File: config.mk
export PLATFORM = sky130hd
export DESIGN_NAME = iq_mod_tx
export DESIGN_NICKNAME = d
export VERILOG_FILES = /design/src/rtl/iq_mod_tx.sv
export SDC_FILE = /design/constraint.sdc
export NUM_CORES = 1
export LEC_CHECK = 0
export CORE_MARGIN = 10
export CORE_UTILIZATION = 53
export CTS_BUF_LIST = sky130_fd_sc_hd__clkbuf_4 sky130_fd_sc_hd__clkbuf_8
export DETAILED_ROUTE_END_ITERATION = 16
export GPL_TIMING_DRIVEN = 1
export HOLD_SLACK_MARGIN = 0.12
export PLACE_DENSITY = 0.86
export SYNTH_ARGS = -nofsm -noshare
export SYNTH_HDL_FRONTEND = slang
export SYNTH_SLANG_ARGS = --single-unit
File: constraint.sdc
create_clock -name clk -period 5.19 [get_ports clk]
set_clock_uncertainty 0.15 [all_clocks]
set_input_delay 0.519 -clock clk [delete_from_list [all_inputs] [get_ports clk]]
set_output_delay 0.519 -clock clk [all_outputs]
set_load 0.1 [all_outputs]
File: src/rtl/iq_mod_tx.sv
// QPSK modulator: 2-bit Gray symbols phase-shift a 16-bit NCO carrier
// that drives a single registered output pin.
module iq_mod_tx #(
    parameter logic [15:0] FCW        = 16'h1000,
    parameter int          SYM_CYCLES = 256
) (
    input  logic        clk,
    input  logic        rst_in_n,
    input  logic        enable,
    input  logic [15:0] phase_offset,
    input  logic [1:0]  sym_data,
    input  logic        sym_valid,
    output logic        sym_ready,
    output logic        sig,
    output logic        sym_stb,
    output logic        underrun,
    output logic        busy
);

    localparam int CW = $clog2(SYM_CYCLES);

    typedef enum logic {
        IDLE = 1'b0,
        RUN  = 1'b1
    } state_t;

    state_t      state, state_nx;
    logic [15:0] acc, acc_nx;
    logic [15:0] sym_ph, sym_ph_nx;
    logic [15:0] phase_sum;
    logic [CW-1:0] cnt, cnt_nx;
    logic        sig_nx, stb_nx, und_nx;
    logic        last, xfer;

    function automatic logic [15:0] gray_phase(input logic [1:0] s);
        unique case (s)
            2'b00:   return 16'h0000;
            2'b01:   return 16'h4000;
            2'b11:   return 16'h8000;
            default: return 16'hC000;
        endcase
    endfunction

    assign last      = (cnt == '0);
    assign sym_ready = enable && (state == IDLE || (state == RUN && last));
    assign xfer      = sym_valid && sym_ready;
    assign busy      = (state == RUN);
    assign phase_sum = acc + sym_ph + phase_offset;

    always_ff @(posedge clk or negedge rst_in_n) begin
        if (!rst_in_n) state <= IDLE;
        else           state <= state_nx;
    end

    always_comb begin
        state_nx = state;
        unique case (state)
            IDLE: if (xfer) state_nx = RUN;
            RUN:  if (last && !xfer) state_nx = IDLE;
            default: state_nx = IDLE;
        endcase
    end

    // On the final edge of a symbol sig still uses the old phase;
    // acc keeps running across back-to-back symbols.
    always_comb begin
        acc_nx    = acc;
        sym_ph_nx = sym_ph;
        cnt_nx    = cnt;
        sig_nx    = 1'b0;
        stb_nx    = xfer;
        und_nx    = 1'b0;
        unique case (state)
            IDLE: begin
                acc_nx = '0;
                if (xfer) begin
                    sym_ph_nx = gray_phase(sym_data);
                    cnt_nx    = CW'(SYM_CYCLES - 1);
                end
            end
            RUN: begin
                sig_nx = phase_sum[15];
                acc_nx = acc + FCW;
                if (!last) begin
                    cnt_nx = cnt - CW'(1);
                end else if (xfer) begin
                    sym_ph_nx = gray_phase(sym_data);
                    cnt_nx    = CW'(SYM_CYCLES - 1);
                end else begin
                    und_nx = enable;
                end
            end
            default: acc_nx = '0;
        endcase
    end

    always_ff @(posedge clk or negedge rst_in_n) begin
        if (!rst_in_n) begin
            acc      <= '0;
            sym_ph   <= '0;
            cnt      <= '0;
            sig      <= 1'b0;
            sym_stb  <= 1'b0;
            underrun <= 1'b0;
        end else begin
            acc      <= acc_nx;
            sym_ph   <= sym_ph_nx;
            cnt      <= cnt_nx;
            sig      <= sig_nx;
            sym_stb  <= stb_nx;
            underrun <= und_nx;
        end
    end

endmodule

==> run metrics, run 1 <==
Area growth syn-to-layout=19.3%; I/O Pins=27; DRT antenna net count=0; Setup-failing EPs final=0; slew at the pin closest to its max-slew limit=0.980 ns; leading area contributor after synthesis=dfrtp_1; DP Worst Slack=1.83 ns; share of the synthesized area in the top cell type=44.2%; Total GRT Usage=10.0%; Post-synth top flop=dfrtp_1; CP required=4.52 ns; register share of total power=44.0%; HP Start=acc[12]$_DFF_PN0_; switching pwr=0.221 mW; crit share post-route=71.2%; setup tns final=0 ns; first-pass GRT wire length=3.37 mm; core region area=1780 um^2; CTS tree=done; first-pass iteration count of the detailed router=4; CTS max path bufs=2; Via Count=722; RSZ-0062 raised after global routing=no; Die Span Y=63.9 um; Starting Density=57.2%; max-cap viol count=0; Seq/Total Area, Yosys=44.2%; placed cell count=134; Leak=0.552 nW; Max VDD drop=0.000256 V; CTS H-tree depth=1; gpl congestion=0.786; proportion of layout cells with a drive suffix above 1=12.4%; Post-CTS Setup Inserts=0; async set or reset register ratio after synthesis=100%; Overflow after GRT=0; count of pins over their slew limit=0; Cell Pwr Density=458 nW/um^2; Peak Freq=271 MHz; Comb power frac=40.4%; final hold vios=0; Post-synth EDFFs=0; Hold WC Path Type=flop to flop; switch share=39.7%; commonest non-fill, non-tap cell in the layout=dfrtp_1; drt wl/cell=14.1 um; Die Wd=63.9 um; fin cells=138; worst setup path class=flop to output pin; port bufs=14; DRT iter0 DRCs=31; Residual DRC=0; hold buffers post-CTS=0; CP startpoint=cnt[3]$_DFF_PN0_; Syn Nets=127; CP Launch Type=flop; vias in the first global route=756; Worst-Skew Late Latency=0.30 ns; Critical Path End Type=output pin; worst-path fanout max=11; Ys Warns=0; cell internal pwr=0.336 mW; Cells after Synth=96; Synth area leaders=dfrtp_1 44%, ha_1 9.8%, inv_1 4.8%, a221oi_2 4.4%, xnor2_1 4.3%; Reg-to-Reg Start=busy$_DFF_PN0_; via/cell ratio=5.23; Synth cell types=28; final wirelength=1.95 mm; clk sinks=18; Diodes inserted=0; TritonCTS Buffers=3; initial antenna violation count=0; #FFs+latches synth=18; WP data arrival=3.03 ns; status=finished, final reports clean; die footprint=4080 um^2; Syn Area/Cell=10.6 um^2; Final #Nets=145; minimum clock period=3.70 ns; Slew Limit Headroom=34.5%; Final WS setup=1.49 ns; clock share of power=15.6%; CTS resizes=0; DP Wirelength=1.50 mm; num rows=15; most frequent cells in the layout=18 x dfrtp_1, 14 x clkdlybuf4s50_1, 13 x inv_1; largest net degree at the start of global routing=19; root buf cell=clkbuf_4; Clk pin slew, worst setup/hold paths=0.10 ns; Post-Syn Area=1020 um^2
==> sequential cells by signal, summed over array words and instances, names as in the netlist <==
signal	cells
cnt	8
sig	1
sym_ph	2
busy	1
underrun	1
acc	4
sym_stb	1
==> routing by layer <==
layer,up-vias,routed length [um],GRT usage (%),part of all wire (%)
met2,15,951,17.4,49
met3,3,91,3.14,4.7
met5,-,0,0,0
met1,345,888,11.6,46
met4,0,18,2.46,0.92
li1,359,-,-,-
==> per-stage QoR <==
stage                     cell area, um^2  hold slack, ns  total power [mW]  utilization, %
after global placement               1180           0.332             0.461            66.2
after CTS                            1220           0.352             0.563            68.2
after floorplan                      1020          0.0734             0.419               -
after global routing                 1220           0.402             0.608            68.2
after detailed placement             1180           0.337             0.476            66.2
final                                1220           0.345             0.557            68.2
==> final cells by class <==
| cell class | instances | area [um^2] |
|---|---|---|
| Sequential cell | 18 | 450 |
| Fill cell | 139 | 567 |
| Multi-Input combinational cell | 64 | 509 |
| Tap cell | 25 | 31.3 |
| Clock buffer | 4 | 36.3 |
| Timing Repair Buffer | 14 | 140 |
| Inverter | 13 | 48.8 |
==> worst max-delay path: stages (launching register included) <==
cell and delay (ns):
dfrtp_1 0.49, nor4_4 0.43, a31oi_2 0.36, and2b_2 0.32, clkdlybuf4s50_1 1.13
==> cells by family (layout without fill, tap and decap cells) <==
logic type,count (synthesis),count (layout),synth area share (%)
AND/OR/NAND/NOR,27,27,14.2
adder cells (fa/ha/maj),9,9,11.8
AO/OA/AOI/OAI,19,19,15.7
flip-flops,18,18,44.2
multiplexers,1,1,1.35
buffers and inverters,14,31,5.89
XOR/XNOR,8,8,6.87
==> power by group through the flow <==
stage | sequential (mW) | combinational (mW) | clock [mW]
6_report | 0.245 | 0.225 | 0.0868
5_1_grt | 0.253 | 0.259 | 0.0951
4_1_cts | 0.246 | 0.230 | 0.0881
3_5_place_dp | 0.248 | 0.228 | 0
3_3_place_gp | 0.245 | 0.216 | 0
2_1_floorplan | 0.265 | 0.153 | 0
==> cell usage after synthesis, types with 2 or more instances <==
| cell type | n |
|---|---|
| o21ai_1 | 2 |
| o21ai_0 | 2 |
| nor3_1 | 4 |
| inv_1 | 13 |
| nand2_1 | 7 |
| a221oi_2 | 3 |
| a21oi_1 | 5 |
| dfrtp_1 | 18 |
| xor2_1 | 3 |
| ha_1 | 8 |
| xnor2_1 | 5 |
| nor2_1 | 8 |
| a211oi_1 | 2 |
| nand3_1 | 2 |
==> path summary, 6_finish.rpt <==
check                                     to  slack (ns)  cells past startpoint
max reg2reg                 cnt[2]$_DFF_PN0_        3.06                      5
max in group asynchronous  sym_stb$_DFF_PN0_        3.87                      1
min reg2reg                acc[12]$_DFF_PN0_        0.34                      1
min in group asynchronous  acc[15]$_DFF_PN0_        0.52                      1
min                        acc[12]$_DFF_PN0_        0.34                      1
max                                sym_ready        1.49                      4
No activity file was read; power rests on OpenSTA's default activity.
==> run 2, diff against run 1 <==
--- a/config.mk
+++ b/config.mk
@@ -6,12 +6,12 @@
 export NUM_CORES = 1
 export LEC_CHECK = 0
 export CORE_MARGIN = 10
-export CORE_UTILIZATION = 53
+export CORE_UTILIZATION = 45
 export CTS_BUF_LIST = sky130_fd_sc_hd__clkbuf_4 sky130_fd_sc_hd__clkbuf_8
 export DETAILED_ROUTE_END_ITERATION = 16
 export GPL_TIMING_DRIVEN = 1
 export HOLD_SLACK_MARGIN = 0.12
-export PLACE_DENSITY = 0.86
+export PLACE_DENSITY = 0.78
 export SYNTH_ARGS = -nofsm -noshare
 export SYNTH_HDL_FRONTEND = slang
 export SYNTH_SLANG_ARGS = --single-unit
==> constraint.sdc (replaced) <==
create_clock -name clk -period 2.95 [get_ports clk]
set_clock_uncertainty 0.15 [all_clocks]
set_input_delay 0.295 -clock clk [delete_from_list [all_inputs] [get_ports clk]]
set_output_delay 0.295 -clock clk [all_outputs]
set_load 0.1 [all_outputs]
==> run 2 against run 1 <==
Register-to-register slack got worse by 2.2 ns. First-iteration DRC count decreased by 55%. Combinational power increased by 76%. Power increased by 77%. Critical endpoint unchanged. Largest power group unchanged.
==> run metrics, run 2 (synthesis gave the netlist of run 1 again) <==
status=finished, final reports clean; Diodes inserted=0 (unchanged); R2R cell count=5 (unchanged); max reg flops=8 (unchanged); I/O Pins=27 (unchanged); root buf cell=clkbuf_4; DRT antenna net count=0 (unchanged); port bufs=14 (unchanged); CP required=2.51 ns (-2.01 ns); via/cell ratio=5.23 (about the same); final hold vios=0 (unchanged); Post-CTS Setup Inserts=0 (unchanged); Multi-input gate area=509 um^2 (unchanged); Total GRT Usage=9.77% (-0.24 points); max-cap viol count=0 (unchanged); crit share post-route=86.5%; DRT iter0 DRCs=14 (-55%); count of pins over their slew limit=0 (unchanged); commonest non-fill, non-tap cell in the layout=dfrtp_1; CTS tree=done; Cell Pwr Density=807 nW/um^2 (+76%); Storage cell area=450 um^2 (unchanged); Starting Density=46.5% (-11 points); first-pass iteration count of the detailed router=4 (unchanged); slew at the pin closest to its max-slew limit=0.810 ns (-0.170 ns); proportion of layout cells with a drive suffix above 1=16.8% (+4.4 points); Die Wd=67.6 um (+5.9%); Largest Register=cnt; CTS H-tree depth=1 (unchanged); largest net degree at the start of global routing=19 (unchanged); DP Wirelength=1.54 mm (+3.0%); CP peak stage delay=0.62 ns (-0.51 ns); Reg-to-Reg Start=busy$_DFF_PN0_; vias in the first global route=758 (+0.26%); clk sinks=18 (unchanged); Clk pin slew, worst setup/hold paths=0.11 ns (about the same); Die Span Y=67.6 um (+5.9%); worst-path fanout max=11 (unchanged); Leak=0.561 nW (+1.7%); core region area=2190 um^2 (+23%); worst setup path class=flop to output pin; Peak Freq=392 MHz; Worst-Skew Late Latency=0.30 ns (about the same); WP data arrival=2.11 ns (-0.92 ns); RSZ-0062 raised after global routing=no; CTS resizes=0 (unchanged); Final #Nets=145 (unchanged); drt wl/cell=14.1 um (+0.18%); Max VDD drop=0.000528 V (+110%); critical-path cell list=inv_1 -> a31oi_2 -> and2b_2 -> buf_12; internal reg-to-reg setup slack=0.85 ns (-2.21 ns); final wirelength=2.00 mm (+2.4%); hold buffers post-CTS=0 (unchanged); CP Launch Type=flop; Slew Limit Headroom=45.9% (+11 points); Via Count=737 (+2.1%); Setup-failing EPs final=0 (unchanged); num rows=17 (+2); Overflow after GRT=0 (unchanged); setup tns final=0 ns (unchanged); TritonCTS Buffers=3 (unchanged); most frequent cells in the layout=18 x dfrtp_1, 13 x inv_1, 9 x clkdlybuf4s50_1; Critical Path End Type=output pin; gpl congestion=0.780 (-0.75%); Hold WC Path Type=input pin to async pin; FF-to-FF End=cnt[2]$_DFF_PN0_; Area growth syn-to-layout=19.6%; initial antenna violation count=0 (unchanged); Residual DRC=0 (unchanged); hold_ws=0.302 ns (-0.0430 ns); die footprint=4570 um^2 (+12%); Critical Path Slowest Stage Cell=a31oi_2; first-pass GRT wire length=3.41 mm (+1.0%); FILL cells=201 (+45%); CTS max path bufs=2 (unchanged); largest registers=cnt: 8 flops, acc: 4 flops, sym_ph: 2 flops; minimum clock period=2.55 ns
-- run 2: critical path, delay by kind of cell, from the launching register on --
family	cells	cell delay (ns)
flip-flops	1	0.51
buffers and inverters	2	0.36
AND/OR/NAND/NOR	1	0.31
AO/OA/AOI/OAI	1	0.62
-- run 2: stage by stage --
| step | setup slack, ns | utilization [%] | total power, mW | std cells | area (um^2) |
|---|---|---|---|---|---|
| after floorplan | 0.430 | - | 0.736 | 96 | 1020 |
| after global placement | 0.674 | 54.0 | 0.811 | 137 | 1180 |
| after detailed placement | 0.630 | 54.0 | 0.841 | 137 | 1180 |
| after CTS | 0.361 | 55.7 | 0.997 | 141 | 1220 |
| after global routing | 0.236 | 55.7 | 1.06 | 141 | 1220 |
| final | 0.397 | 55.7 | 0.984 | 141 | 1220 |
-- run 2: power by group --
group	switching (mW)	internal (mW)
combinational	0.214	0.182
sequential	0.0991	0.333
clock	0.0805	0.0753
-- run 2: worst max-delay path by stage --
stage                      from       endpoint  slack [ns]
2_1_floorplan    busy$_DFF_PN0_      sym_ready        0.43
3_3_place_gp   phase_offset[14]  sig$_DFF_PN0_        0.67
3_5_place_dp   phase_offset[14]  sig$_DFF_PN0_        0.63
4_1_cts          busy$_DFF_PN0_      sym_ready        0.36
5_1_grt          busy$_DFF_PN0_      sym_ready        0.24
6_report         busy$_DFF_PN0_      sym_ready        0.40
-- run 2: cell type report --
cell class                 count  area share [%]
clock buffer                   4            2.97
timing repair buffer          14            11.5
tap                           28            2.87
sequential                    18            36.9
inverter                      13            4.00
multi-input combinational     64            41.7
-- run 2: per-layer routing --
| layer | vias up | GRT usage [%] | share of wire, % |
|---|---|---|---|
| met3 | 4 | 3.64 | 7.6 |
| met2 | 16 | 15.7 | 48 |
| li1 | 364 | - | - |
| met5 | - | 0 | 0 |
| met1 | 353 | 11.0 | 44 |
| met4 | 0 | 5.13 | 1.2 |
==> run 3, diff against run 2 <==
--- a/config.mk
+++ b/config.mk
@@ -6,12 +6,13 @@
 export NUM_CORES = 1
 export LEC_CHECK = 0
 export CORE_MARGIN = 10
-export CORE_UTILIZATION = 45
+export CORE_UTILIZATION = 40
 export CTS_BUF_LIST = sky130_fd_sc_hd__clkbuf_4 sky130_fd_sc_hd__clkbuf_8
 export DETAILED_ROUTE_END_ITERATION = 16
 export GPL_TIMING_DRIVEN = 1
 export HOLD_SLACK_MARGIN = 0.12
-export PLACE_DENSITY = 0.78
+export PLACE_DENSITY = 0.68
+export SKIP_CTS_REPAIR_TIMING = 1
 export SYNTH_ARGS = -nofsm -noshare
 export SYNTH_HDL_FRONTEND = slang
 export SYNTH_SLANG_ARGS = --single-unit
==> constraint.sdc (replaced) <==
create_clock -name clk -period 2.7 [get_ports clk]
set_clock_uncertainty 0.15 [all_clocks]
set_input_delay 0.27 -clock clk [delete_from_list [all_inputs] [get_ports clk]]
set_output_delay 0.27 -clock clk [all_outputs]
set_load 0.1 [all_outputs]
==> run 3 against run 2 <==
Flip-flop and latch count did not move. Non-clock buffer count rose by 1. First-iteration DRC count fell by 64%. Via count fell by 1.5%. Clock power fell by 15%. Register-to-register slack got worse by 0.08 ns. Worst setup slack improved by 0.025 ns. Global-route usage fell by 1.5 points. Wire length fell by 2.0%. Utilization fell by 6.1 points. Sequential power rose by 8.8%. Largest power group unchanged.
==> run metrics, run 3 (synthesis gave the netlist of run 1 again) <==
status=finished, final reports clean; CTS tree=done; Cell Pwr Density=849 nW/um^2 (+5.3%); root buf cell=clkbuf_4; die footprint=4970 um^2 (+8.7%); DRT antenna net count=0 (unchanged); Via Count=726 (-1.5%); CTS H-tree depth=1 (unchanged); placed cell count=140 (+2.2%); I/O Pins=27 (unchanged); Diodes inserted=0 (unchanged); DP Wirelength=1.54 mm (-0.28%); met2 GRT Util=13.0% (-2.8 points); Final #Nets=146 (+0.69%); Max VDD drop=0.000522 V (-1.0%); GR peak layer=met2; Die Wd=70.5 um (+4.3%); DRT iter0 DRCs=5 (-9); Total GRT Usage=8.28% (-1.5 points); TritonCTS Buffers=3 (unchanged); slew at the pin closest to its max-slew limit=0.792 ns (-0.0175 ns); RSZ-0062 raised after global routing=no; drt wl/cell=13.7 um (-3.3%); hold_ws=0.282 ns (-0.0203 ns); port bufs=14 (unchanged); commonest non-fill, non-tap cell in the layout=dfrtp_1; fin cells=143 (+1.4%); Slew Limit Headroom=47.0% (+1.2 points); Peak Freq=439 MHz; worst-path fanout max=7 (-4); Die Span Y=70.5 um (+4.3%); Area growth syn-to-layout=19.3%; Critical Path End Type=output pin; setup tns final=0 ns (unchanged); max reg flops=8 (unchanged); met1 Usage GRT=9.49% (-1.5 points); post-layout util=49.5% (-6.1 points); via/cell ratio=5.08 (-2.9%); most frequent cells in the layout=18 x dfrtp_1, 13 x inv_1, 9 x clkdlybuf4s50_1; count of pins over their slew limit=0 (unchanged); Worst-Skew Late Latency=0.29 ns (about the same); Leak=0.558 nW (-0.54%); max-cap viol count=0 (unchanged); CP required=2.28 ns (-0.23 ns); proportion of layout cells with a drive suffix above 1=16.8% (unchanged); met3 Use GR=2.97% (-0.67 points); Clk pin slew, worst setup/hold paths=0.10 ns (about the same); Residual DRC=0 (unchanged); core region area=2450 um^2 (+12%); largest registers=cnt: 8 flops, acc: 4 flops, sym_ph: 2 flops; CP Launch Type=flop; first-pass iteration count of the detailed router=4 (unchanged); Overflow after GRT=0 (unchanged); crit share post-route=84.4%; WP data arrival=1.86 ns (-0.25 ns); initial antenna violation count=0 (unchanged); final hold vios=0 (unchanged); vias in the first global route=776 (+2.4%); gpl congestion=0.744 (-4.6%); Hold WC Path Type=input pin to async pin; worst setup path class=flop to output pin; clk sinks=18 (unchanged); final wirelength=1.96 mm (-2.0%); Starting Density=41.5% (-5.0 points); Largest Register=cnt; Setup-failing EPs final=0 (unchanged); CTS max path bufs=2 (unchanged); num rows=18 (+1); minimum clock period=2.28 ns; largest net degree at the start of global routing=19 (unchanged); first-pass GRT wire length=3.40 mm (-0.21%)
-- run 3: critical path, cell delays in order, from the launching register on --
cell and delay, ns:
dfrtp_1 0.48, nor4_4 0.41, a31oi_2 0.22, and2b_2 0.28
buf_12 0.17
-- run 3: layout make-up --
class / instances / area, um^2
flip-flops and latches: 18 / 450
fillers: 239 / 1240
multi-input cells: 64 / 509
inverters: 13 / 48.8
repair buffers: 15 / 148
well taps: 30 / 37.5
clock buffers: 3 / 22.5
-- run 3: through the flow --
stage / worst slack, ns / power (mW) / instance area, um^2
3_3_place_gp: 0.446 / 0.890 / 1190
2_1_floorplan: 0.205 / 0.805 / 1020
3_5_place_dp: 0.397 / 0.914 / 1190
4_1_cts: 0.409 / 1.05 / 1220
6_report: 0.422 / 1.03 / 1220
5_1_grt: 0.321 / 1.12 / 1220
-- run 3: path summary, 6_finish.rpt --
path | from | to | slack [ns] | depth (start not counted)
max in group asynchronous | rst_in_n | acc[15]$_DFF_PN0_ | 1.63 | 1
setup reg to reg | cnt[3]$_DFF_PN0_ | cnt[0]$_DFF_PN0_ | 0.77 | 5
setup / recovery | cnt[3]$_DFF_PN0_ | sym_ready | 0.42 | 4
min in group clk | acc[12]$_DFF_PN0_ | acc[12]$_DFF_PN0_ | 0.34 | 1
hold reg to reg | acc[12]$_DFF_PN0_ | acc[12]$_DFF_PN0_ | 0.34 | 1
hold / removal | rst_in_n | cnt[1]$_DFF_PN0_ | 0.28 | 1
-- run 3: per-layer routing --
layer  vias to the layer above  routed length (um)
li1                        359                   -
met2                        14                 899
met4                         0                  53
met3                         4                 118
met1                       349                 883
met5                         -                   0
-- run 3: report_power, final --
group,internal [mW],switching (mW),total (mW)
Combinational,0.198,0.233,0.431
Clock,0.0519,0.0797,0.132
Sequential,0.364,0.106,0.470
Total,0.614,0.418,1.03
